[src/rtl/count_monitor_display.sv]
// count_monitor_display
// Watches a 4-bit loadable up-counter and classifies each transition.
// A transition can be a normal increment, a 15->0 wrap, a load or an
// anomalous jump. The block keeps a saturating wrap count and scans a
// two-digit seven-segment display: digit0 shows the live count and
// digit1 shows the wrap count.
module count_monitor_display #(
  parameter int unsigned REFRESH_DIV = 4,
  parameter int unsigned OVF_WIDTH   = 4
) (
  input  logic                 clk_i,
  input  logic                 reset_i,
  input  logic [3:0]           qin_i,
  input  logic                 sel_i,
  output logic [6:0]           seg_o,
  output logic [1:0]           an_o,
  output logic                 wrap_o,
  output logic                 jump_o,
  output logic [OVF_WIDTH-1:0] ovf_count_o,
  output logic                 ovf_sat_o
);

  localparam logic [15:0] REF_LAST = 16'(REFRESH_DIV - 1);

  logic [3:0]           q_prev_q;
  logic                 sel_d_q;
  logic                 valid_q;
  logic [15:0]          ref_q, ref_d;
  logic                 digit_q, digit_d;
  logic [6:0]           seg_q, seg_d;
  logic [1:0]           an_q, an_d;
  logic                 wrap_q, wrap_d;
  logic                 jump_q, jump_d;
  logic [OVF_WIDTH-1:0] ovf_count_q, ovf_count_d;
  logic                 ovf_sat_q, ovf_sat_d;
  logic [3:0]           q_inc;
  logic [3:0]           disp_nib;
  logic                 ref_last;

  // Segment pattern {g,f,e,d,c,b,a} for one hex digit.
  function automatic logic [6:0] hex7(input logic [3:0] v);
    logic [6:0] s;
    case (v)
      4'h0: s = 7'h3F;
      4'h1: s = 7'h06;
      4'h2: s = 7'h5B;
      4'h3: s = 7'h4F;
      4'h4: s = 7'h66;
      4'h5: s = 7'h6D;
      4'h6: s = 7'h7D;
      4'h7: s = 7'h07;
      4'h8: s = 7'h7F;
      4'h9: s = 7'h6F;
      4'hA: s = 7'h77;
      4'hB: s = 7'h7C;
      4'hC: s = 7'h39;
      4'hD: s = 7'h5E;
      4'hE: s = 7'h79;
      default: s = 7'h71;
    endcase
    return s;
  endfunction

  // Transition classification, wrap counting and display scan next-state.
  always_comb begin
    q_inc       = q_prev_q + 4'd1;
    // A load on the previous edge explains any value change, so a load
    // blocks both pulses. A 15->0 wrap equals prev+1, so it never jumps.
    wrap_d      = valid_q && !sel_d_q && (q_prev_q == 4'hF) && (qin_i == 4'h0);
    jump_d      = valid_q && !sel_d_q && (qin_i != q_inc);
    ovf_count_d = ovf_count_q;
    ovf_sat_d   = ovf_sat_q;
    if (wrap_d) begin
      if (ovf_count_q == '1) ovf_sat_d = 1'b1;
      else                   ovf_count_d = ovf_count_q + 1'b1;
    end
    ref_last = (ref_q == REF_LAST);
    ref_d    = ref_last ? 16'd0 : ref_q + 16'd1;
    digit_d  = digit_q ^ ref_last;
    // an and seg come from the same digit_q, so they always name the same digit.
    an_d     = digit_q ? 2'b10 : 2'b01;
    disp_nib = digit_q ? 4'(ovf_count_q) : qin_i;
    seg_d    = hex7(disp_nib);
  end

  // All state updates. Reset wins over any transition seen in the same cycle.
  always_ff @(posedge clk_i) begin
    if (reset_i) begin
      q_prev_q    <= 4'h0;
      sel_d_q     <= 1'b0;
      valid_q     <= 1'b0;
      ref_q       <= 16'd0;
      digit_q     <= 1'b0;
      seg_q       <= 7'h00;
      an_q        <= 2'b00;
      wrap_q      <= 1'b0;
      jump_q      <= 1'b0;
      ovf_count_q <= '0;
      ovf_sat_q   <= 1'b0;
    end else begin
      q_prev_q    <= qin_i;
      sel_d_q     <= sel_i;
      valid_q     <= 1'b1;
      ref_q       <= ref_d;
      digit_q     <= digit_d;
      seg_q       <= seg_d;
      an_q        <= an_d;
      wrap_q      <= wrap_d;
      jump_q      <= jump_d;
      ovf_count_q <= ovf_count_d;
      ovf_sat_q   <= ovf_sat_d;
    end
  end

  assign seg_o       = seg_q;
  assign an_o        = an_q;
  assign wrap_o      = wrap_q;
  assign jump_o      = jump_q;
  assign ovf_count_o = ovf_count_q;
  assign ovf_sat_o   = ovf_sat_q;

endmodule

[config.mk]
export PLATFORM = sky130hd
export DESIGN_NAME = count_monitor_display
export DESIGN_NICKNAME = d
export VERILOG_FILES = /design/src/rtl/count_monitor_display.sv
export SDC_FILE = /design/constraint.sdc
export NUM_CORES = 1
export LEC_CHECK = 0
export ABC_AREA = 1
export CORE_MARGIN = 3
export CORE_UTILIZATION = 55
export CTS_CLUSTER_DIAMETER = 100
export DETAILED_ROUTE_END_ITERATION = 8
export PLACE_DENSITY = 0.78
export SLEW_MARGIN = 0
export SYNTH_ARGS = -nofsm -noshare
export SYNTH_HDL_FRONTEND = slang
export SYNTH_SLANG_ARGS = --single-unit
export TNS_END_PERCENT = 5
[constraint.sdc]
create_clock -name clk_i -period 2.4 [get_ports clk_i]
set_clock_uncertainty 0.15 [all_clocks]
set_input_delay 0.48 -clock clk_i [delete_from_list [all_inputs] [get_ports clk_i]]
set_output_delay 0.48 -clock clk_i [all_outputs]
set_load 0.02 [all_outputs]
==> flow_summary.toml <==
[detailed_routing]
drt-met1-wl_mm = 2.16
drc = 0
num_vias = 1900
wl_mm = 4.26
top_layer_used = "met4"
drtPass1Iterations = 6
wl_met3_um = 234
ant_nets = 0
dr.first_iter.drc_count = 115
wl_met2_mm = 1.79
routedWlPerCell_um = 11.2
routed_via_density = 5.01

[placed_design]
place_hpwl_mm = 3.15
gp_congestion = 0.837
dpl.cell_count = 371
port_buffers = 22

[floorplanning]
die_h_um = 67.0
io_pins = 23
num_rows = 21
dieArea_mm2 = 0.00449
initial_core_util_pct = 59.0
die_x_um = 67.0
coreArea_mm2 = 0.00347

[timing]
max-slew-margin-rel_pct = 75.1
fmax_mhz = 477
hold_viol = 0
setup_violations = 0
tns_ps = 0
rsz0062_at_grt = "false"
period_share_pct = 87.3
slew_viol_final = 0
fin_crit_ps = 2090
worst_slew_pin_slew_ps = 370

[finish]
layout.cells.most_common_list = "nand2_1, nor2_1, inv_1, dfxtp_1, nand3_1"
fillCellCount = 297
n_antenna_cell = 0
multiInputGateArea_mm2 = 0.00107
layout-drive-gt1-share_pct = 7.51
register_area_um2 = 781
final_cells = 379
synthToLayoutAreaGrowth_pct = 20.0
nNetsFinal = 349
final_common_cell = "nand2_1"

[status]
status = "finished clean"

[clocking]
cts_buffers = 5
htreeDepth = 2
clockBufferDepth = 2
cts.repair.resized = 0
cts_hold_buf = 0
clock-sinks = 39
post_cts.repair.setup_buffers = 0
clk_latency_ps = 290
tritoncts = "yes"
clockRootBuffer = "clkbuf_8"
clk_transition_reported_paths_ps = 80

[global_routing]
antenna_found_initial = 0
grt_pass1_vias = 1633
grt_overflow_total = 0
grt_max_degree = 20
grt_pass1_wl_mm = 7.03
track_usage_pct = 20.6

[critical_path]
cp-start-kind = "flop"
slowest_stage = "clkdlybuf4s50_1"
critical-path-top-delay-family = "buffers and inverters"
crit_fanout = 8
cp.required_ps = 1770
path_buf_inv = 1
cp_slowest_stage_delay_ps = 670
arrival_ps = 1460
criticalPathCategory = "reg2out"
crit_path_end_kind = "output pin"
path_cells = "clkdlybuf4s50_1"

[power]
p_leak_uw = 0.00104
peakVddDrop_uv = 383
power.density_mw_per_mm2 = 601

[synth]
yosysSeqAreaShare_pct = 38.1
synth-seq-cells = 39
synth_area_mm2 = 0.00205
postSynthAreaPerCell_um2 = 6.80
syn_inst = 301
yosysUniqueCellTypes = 25
synth_warnings = 0
syn_nets = 318

[worst_hold_path]
hold_class = "reg2reg"

[job]
maxCapViolations = 0
==> cells in the mapped netlist <==
cell type  count  share of area (%)
o21ai_0        2               0.49
nand3_1       33                8.1
nand2_2        3               0.92
inv_1         44                8.1
a21oi_1       19                4.6
buf_6          2                1.1
xor2_1         5                2.1
ha_1          10                6.1
buf_2          1               0.24
nand2_1       70                 13
nand3b_1       1               0.37
o21ai_4        1               0.79
o21bai_1       1               0.37
o21ai_2        2               0.86
nor3_1         2               0.49
nand3_2        1               0.49
or2_2          1               0.31
dfxtp_1       39                 38
clkbuf_1       1               0.18
nor2_2         2               0.61
o21ai_1        4               0.98
inv_2          1               0.18
nor2_1        46                8.4
nand4_1        9                2.8
xnor2_1        1               0.43
==> stage by stage <==
stage	utilization [%]	hold slack [ps]	worst slack [ps]	total power (µW)	instance area (µm²)
after floorplan	-	267	645	847	2050
after global placement	67.4	286	228	923	2340
after detailed placement	67.4	292	112	927	2340
after CTS	70.8	303	301	1480	2460
after global routing	70.8	326	253	1540	2460
final	70.8	302	306	1480	2460
==> state kept, by name (all words and copies together), names as in the netlist <==
signal / flops
valid_q: 1
ovf_count_o: 4
seg_o: 7
wrap_o: 1
ref_q: 16
ovf_sat_o: 1
sel_d_q: 1
jump_o: 1
q_prev_q: 4
an_o: 2
digit_q: 1
==> area by class of cell <==
class / count / area share [%]
sequential: 39 / 31.8
clock inverter: 2 / 1.43
multi-input combinational: 213 / 43.4
inverter: 45 / 6.88
timing repair buffer: 28 / 10.8
tap: 46 / 2.34
clock buffer: 6 / 3.36
==> per-layer routing <==
metal	up-vias	global-route usage (%)
li1	1013	-
met1	836	29.1
met2	44	30.3
met3	7	4.38
met4	0	7.59
met5	-	0
==> report_power, final <==
group	internal (µW)	leakage, µW	switching [µW]
logic	93.2	0.000655	132
clock network	336	0.0000612	225
registers	676	0.000319	13.3
==> cell families after synthesis <==
logic type	share of synthesized area (%)
and+or+nand+nor	35.3
buffers and inverters	9.78
DFF	38.1
AOI/OAI and AO/OA	8.13
adders and majority gates	6.11
xor gates and xnor gates	2.57
==> path summary, 6_finish.rpt <==
| path | slack [ps] | start | cells past startpoint | to |
|---|---|---|---|---|
| hold reg to reg | 300 | ref_q[0] | 1 | ref_q[0] |
| setup reg to reg | 710 | digit_q | 6 | seg_o[3] |
| setup / recovery | 310 | ovf_count_o[2] | 1 | ovf_count_o[2] |
| hold / removal | 300 | ref_q[0] | 1 | ref_q[0] |
Power figures use the tool's default switching activity.
